File: src/rtl/clk_div_multi.sv
// -----------------------------------------------------------------------------
// clk_div_multi
//   Runtime-programmable clock divider / phase generator.
//
//   Channel 0 is the base divided clock. Channel i is the base clock delayed by
//   i master cycles. Each channel can be inverted with a fixed mask bit.
//   Divide-ratio changes take effect only at a period boundary, so every period
//   that has started runs to completion at its old ratio.
//
// Ports
//   clock        in   1        master clock, all state updates on its rising edge
//   reset        in   1        synchronous active-high reset
//   run          in   1        1 = advance, 0 = freeze all state and outputs
//   div_load     in   1        capture div_ratio_in as the pending ratio
//   div_ratio_in in   CNT_W    requested divide ratio (0 and 1 are raised to 2)
//   clk_out      out  NUM_CH   registered divided clocks
//   tick         out  1        pulse in the first high cycle of base clk_out[0]
//   div_active   out  CNT_W    ratio currently in effect
//   load_pending out  1        a captured ratio awaits the next period boundary
//   load_ack     out  1        pulse in the cycle after a pending ratio is applied
// -----------------------------------------------------------------------------
module clk_div_multi #(
    parameter int                NUM_CH      = 4,
    parameter int                CNT_W       = 8,
    parameter int                DEFAULT_DIV = 4,
    parameter logic [NUM_CH-1:0] INV_MASK    = '0
) (
    input  logic              clock,
    input  logic              reset,
    input  logic              run,
    input  logic              div_load,
    input  logic [CNT_W-1:0]  div_ratio_in,
    output logic [NUM_CH-1:0] clk_out,
    output logic              tick,
    output logic [CNT_W-1:0]  div_active,
    output logic              load_pending,
    output logic              load_ack
);

    // Ratios below 2 cannot produce a clock with both a low and a high phase.
    function automatic logic [CNT_W-1:0] clamp_ratio(input logic [CNT_W-1:0] r);
        return (r < CNT_W'(2)) ? CNT_W'(2) : r;
    endfunction

    logic [CNT_W-1:0]  cnt_p0;
    logic [CNT_W-1:0]  div_q;
    logic [CNT_W-1:0]  pending_q;
    logic              pending_vld_q;
    logic              tick_q;
    logic              ack_q;
    logic [NUM_CH-1:0] chan_p1;

    logic [CNT_W-1:0]  half;
    logic              at_end;
    logic              apply;

    always_comb begin
        half   = div_q >> 1;
        at_end = (cnt_p0 == div_q - CNT_W'(1));
        // pending_vld_q is registered, so a ratio captured in this very cycle
        // cannot be applied here; it waits for the following boundary.
        apply  = run & pending_vld_q & at_end;
    end

    // Stage p0: period counter, active ratio and pending-ratio bookkeeping
    always_ff @(posedge clock) begin
        if (reset) begin
            cnt_p0        <= '0;
            div_q         <= CNT_W'(DEFAULT_DIV);
            pending_q     <= CNT_W'(DEFAULT_DIV);
            pending_vld_q <= 1'b0;
            tick_q        <= 1'b0;
            ack_q         <= 1'b0;
        end else begin
            tick_q <= run & (cnt_p0 == half);
            ack_q  <= apply;
            if (run) begin
                cnt_p0 <= at_end ? '0 : cnt_p0 + CNT_W'(1);
            end
            if (apply) begin
                div_q         <= pending_q;
                pending_vld_q <= 1'b0;
            end
            // A new capture wins over the clear of an older one applied now.
            if (div_load) begin
                pending_q     <= clamp_ratio(div_ratio_in);
                pending_vld_q <= 1'b1;
            end
        end
    end

    // Stage p1: base clock and per-channel delay line
    always_ff @(posedge clock) begin
        if (reset) begin
            chan_p1 <= '0;
        end else if (run) begin
            chan_p1[0] <= (cnt_p0 >= half);
            for (int i = 1; i < NUM_CH; i++) begin
                chan_p1[i] <= chan_p1[i-1];
            end
        end
    end

    assign clk_out      = chan_p1 ^ INV_MASK;
    assign tick         = tick_q;
    assign div_active   = div_q;
    assign load_pending = pending_vld_q;
    assign load_ack     = ack_q;

endmodule

File: config.mk
export PLATFORM = sky130hd
export DESIGN_NAME = clk_div_multi
export DESIGN_NICKNAME = d
export VERILOG_FILES = /design/src/rtl/clk_div_multi.sv
export SDC_FILE = /design/constraint.sdc
export NUM_CORES = 1
export LEC_CHECK = 0
export ABC_CLOCK_PERIOD_IN_PS = 5650
export CAP_MARGIN = 20
export CORE_MARGIN = 4
export CORE_UTILIZATION = 30
export DETAILED_ROUTE_END_ITERATION = 10
export PLACE_DENSITY = 0.56
export SYNTH_ARGS = -nofsm -noshare
export SYNTH_HDL_FRONTEND = slang
export SYNTH_SLANG_ARGS = --single-unit
File: constraint.sdc
create_clock -name clock -period 5.65 [get_ports clock]
set_input_delay 1.13 -clock clock [delete_from_list [all_inputs] [get_ports clock]]
set_output_delay 1.13 -clock clock [all_outputs]
set_load 0.1 [all_outputs]
# After elaboration in Yosys (flattened, before gate mapping)
# Cells that the tools add are included.
dict set report classes {
  addsub 2
  magnitude_cmp 2
  eq_ne 2
  muxes 4
  n_bitwise 3
  reduce_logical 1
}
# operator n
set op_table {}
lappend op_table {{2-to-1 mux 8 bit} 2}
lappend op_table {{adder 8 x 1 -> 8 bit, second input constant} 1}
lappend op_table {{equality test 8 x 7 -> 1 bit} 1}
lappend op_table {{equality test 8 bit} 1}
lappend op_table {{greater-or-equal comparator 8 x 7 -> 1 bit} 1}
lappend op_table {{less-than comparator 8 x 2 -> 1 bit, second input constant} 1}
lappend op_table {{subtractor 8 x 1 -> 8 bit, second input constant} 1}
lappend op_table {{AND 1 bit} 3}
lappend op_table {{2-to-1 mux 1 bit} 2}
lappend op_table {{nonzero test 2 bit} 1}
dict set report word_totals {
  ff_bits 31
  input_bits 12
  output_inout_bits 15
  wordCells 21
}

# Longest topological paths before layout
dict set report depth {
  ltp_word 5
  ltp_mapped 9
  depth_no_buf 8
}

# Worst setup path before layout
# No wires, ideal clock.
dict set report synth_timing {
  kind {reg-to-reg}
  startpoint {reg div_q[0], in the netlist div_active[0]}
  endpoint {reg div_q[2], in the netlist div_active[2]}
  setup_time_ns 0.072
  arrival_time_ns 2.856
  required_ns 5.578
  setup_slack_ns 2.722
  stages_incl_launch_ff 10
  n_path_buf 1
  period_less_slack_ns 2.928
  path_cell_list {dfxtp_1 inv_1 ha_1 xor2_1 o22ai_1 a2111o_1 nor4_4 and3_1 buf_6 mux2i_1}
}
dict set report synth_via {
  elab_chain_len 3
}
# item line_no
set synth_lines {}
lappend synth_lines {{start: declaration} 46} ;# logic [CNT_W-1:0] div_q;
lappend synth_lines {{start signal: assignment} 69} ;# div_q <= CNT_W'(DEFAULT_DIV);
lappend synth_lines {{start signal: assignment} 81} ;# div_q <= pending_q;
lappend synth_lines {{subtractor 8 x 1 -> 8 bit} 59} ;# at_end = (cnt_p0 == div_q - CNT_W'(1));
lappend synth_lines {{equality test 8 bit} 59}
lappend synth_lines {{AND 1 bit} 62} ;# apply = run & pending_vld_q & at_end;
# Every way passes these cells.
# A chain may end at the register's enable or synchronous reset.

# Final worst setup path
dict set report layout_timing {
  startpoint {reg div_q[6], in the netlist div_active[6]}
  endpoint {out div_active[6]}
}
# item line_no
set layout_rtl {}
lappend layout_rtl {{end: declaration} 35} ;# output logic [CNT_W-1:0] div_active,
# No word-level cell between the ends.

==> metrics <==
Slew @ Worst Pin ~1000 ps; Design Power 0.490 mW; Total Routing Usage GR between 10 and 15%; Die H 82.5 um; Clock H-tree levels 2; nets 226; Detailed Routing Iterations Pass 1 4; Synth area leaders dfxtp_1 (37%), mux2i_1 (9.6%), ha_1 (6.8%), nand2b_1 (6.8%), xnor2_1 (4.7%); WHS Path Cells 2; hold_buf cts 0; Slew headroom 35.0%; register area share after synthesis 37.2%; die area 0.00681 mm^2; register area roughly 620 um^2; Worst Hold Class reg -> reg; CP Class reg -> out; TritonCTS clock tree yes; post-cts sizing count 0; met1 GRT Util 16.2%; total grt overflow 0; simple-gate share of the synthesized area 25.1%; Syn Inst Count 178; Tcrit/Tclk final 54.5%; worst vdd ir around 0.17 mV; fin crit period 3080 ps; syn_area_per_cell 9.36 um^2; post-synth cell types 42; hold_ws 481 ps; CP startpoint div_active[6]; # setup viols final 0; vias in the first global route 1232; Final Hold Fails 0; area occupied by multi-input gates roughly 970 um^2; Mapped Nets 199; R2R Setup Slk 2930 ps; CP Cell Sequence clkdlybuf4s50_1; area leader, netlist dfxtp_1; Inserted Clock Buffers 5; first-pass GRT wire length around 6.0 mm; largest net degree at the start of global routing 36; Core ar. between 0.005 and 0.006 mm^2; Via density between 4 and 5; critical path capture point type output port; final slew viol count 0; flops & latches, synth 31; DRT iter0 DRCs between 50 and 60; grt peak-use layer met2; delay-heaviest family, CP buffers and inverters; clk root buf clkbuf_8; CTS Buffer Depth 2; met3 Use GR 3.15%; number of fill cells 547; RePlAce Congestion 0.733; placed cell areas between 0.0015 and 0.002 mm^2; data required time of the worst path 4520 ps; Slowest cell on crit path clkdlybuf4s50_1; Post-Synth Adder-Cell Area between 6 and 7%; Cell Area, Synth roughly 0.0017 mm^2; final core occ 39.8%; layout cells sized above 1 a little under 5%; run status finished, final reports clean; pwr dens 235 mW/mm^2; final setup skew 6.02 ps; initial core utilization 31.8%; IO buf count 26; DRC Markers 0; via count ~1300; Largest stage delay, worst path between 1000 and 1500 ps; IO Count 27; GR Layer Usage met2 16.3%; final setup TNS 0 ps; worst r2r dst div_active[5]; Worst EP arrival slightly below 2000 ps; RSZ-0062 raised after global routing false; min-delay src pending_q[1]; DRT antenna net count 0; top-area cell type share of the netlist area 37.2%; Synth Area in Compound Gates 8.18%; CP bufs+invs 1; antenna violations before repair 0; die span in x between 80 and 90 um; Hold Path Sink div_active[1]; worst-path fanout max 5; Synth-to-Final Area Change 25.2%; Crit Reg-Reg Startpoint div_active[0]; CTS Sinks 31; Worst setup SP type flip-flop; largest family of logic cells by synthesized area simple AND/OR/NAND/NOR gates; Final Cell Area roughly 0.0021 mm^2; Reg2Reg Depth 8; leakage power 0.836 nW; Max-Cap Viols 0; YS warnings 0; Clock Pin Slew Worst Setup and Hold Paths 70 ps; DP HPWL 2.60 mm; Site Rows 26; Max Clk Rate 0.324 GHz; Setup Buffers After CTS 0; ant diodes 0; Clk Latency, worst-skew pair 280 ps; Post-Route WL roughly 3.5 mm; Post-Synth XOR/XNOR Area 8.41%; WL/cell 12.6 um; post-synthesis mux area share under 10%
-- sequential cells by signal, summed over array words and instances, names as in the netlist --
name,flops
pending_q,8
load_ack,1
clk_out,4
load_pending,1
cnt_p0,8
div_active,8
tick,1
-- power breakdown --
group	switching [mW]	internal (mW)
registers	0.00588	0.225
logic	0.0292	0.0231
clock network	0.0777	0.129
total	0.113	0.377
-- synth_stat cells --
| cell type | n |
|---|---|
| nor4b_1 | 1 |
| buf_6 | 1 |
| nor3_2 | 1 |
| or3_1 | 1 |
| xnor2_1 | 9 |
| o2111a_1 | 1 |
| nand4b_1 | 1 |
| xor2_1 | 7 |
| inv_1 | 11 |
| o2bb2ai_1 | 1 |
| a21oi_1 | 4 |
| and2b_1 | 1 |
| nor2b_1 | 2 |
| nor3_1 | 3 |
| and3_1 | 4 |
| a31oi_1 | 1 |
| nand2b_1 | 18 |
| and2_1 | 5 |
| nand2_1 | 4 |
| nand3_1 | 4 |
| nor2_1 | 16 |
| and4_1 | 1 |
| or4_1 | 1 |
| o22ai_1 | 1 |
| a2111o_1 | 1 |
| a21o_1 | 3 |
| a41oi_1 | 1 |
| nand3b_1 | 1 |
| dfxtp_1 | 31 |
| o21bai_1 | 1 |
| nor4_4 | 1 |
| mux2i_1 | 16 |
| o21a_1 | 1 |
| ha_1 | 9 |
| o41ai_1 | 1 |
| a211o_1 | 1 |
| buf_4 | 1 |
| clkbuf_1 | 5 |
| a311oi_1 | 1 |
| nand4_1 | 3 |
| or3b_1 | 1 |
| nor4_2 | 1 |
-- cell type report --
cell class / count / share of cell area [%]
flip-flops and latches: 31 / 29.7
clock inverters: 1 / 1.44
inverters: 11 / 1.98
repair buffers: 27 / 12.8
multi-input cells: 129 / 46.3
clock buffers: 6 / 3.48
well taps: 70 / 4.20
-- stage by stage --
step           instances  worst slack, ps
2_1_floorplan        178             2720
3_3_place_gp         268             2660
3_5_place_dp         268             2640
4_1_cts              275             2540
5_1_grt              275             2510
6_report             275             2570
-- cells by family after synthesis --
family	Yosys count
muxes	16
xor gates and xnor gates	16
buffers and inverters	18
DFF	31
AOI/OAI and AO/OA	18
and+or+nand+nor	70
adders and majority gates	9
-- per-layer routing --
metal  vias up  routed length, um
li1        665                  -
met1       590               1800
met2        28               1470
met3         5                122
met4         0                 63
met5         -                  0
-- worst max-delay path by stage --
stage / endpoint / slack, ps / depth (start not counted)
finish: div_active[6] / 2570 / 1
global route: div_active[4] / 2510 / 1
detailed placement: cnt_p0[7] / 2640 / 6
floorplan: div_active[2] / 2720 / 9
CTS: div_active[6] / 2540 / 1
global placement: cnt_p0[7] / 2660 / 6
-- placed cells by master (no fill, tap or decap), types with 5 or more instances in the layout --
master / n
clkbuf_8: 5
nand2b_1: 18
xnor2_1: 9
ha_1: 9
mux2i_1: 16
xor2_1: 7
dfxtp_1: 31
nor2_1: 16
and2_1: 5
inv_1: 11
clkdlybuf4s50_1: 26
Power figures use the tool's default switching activity.
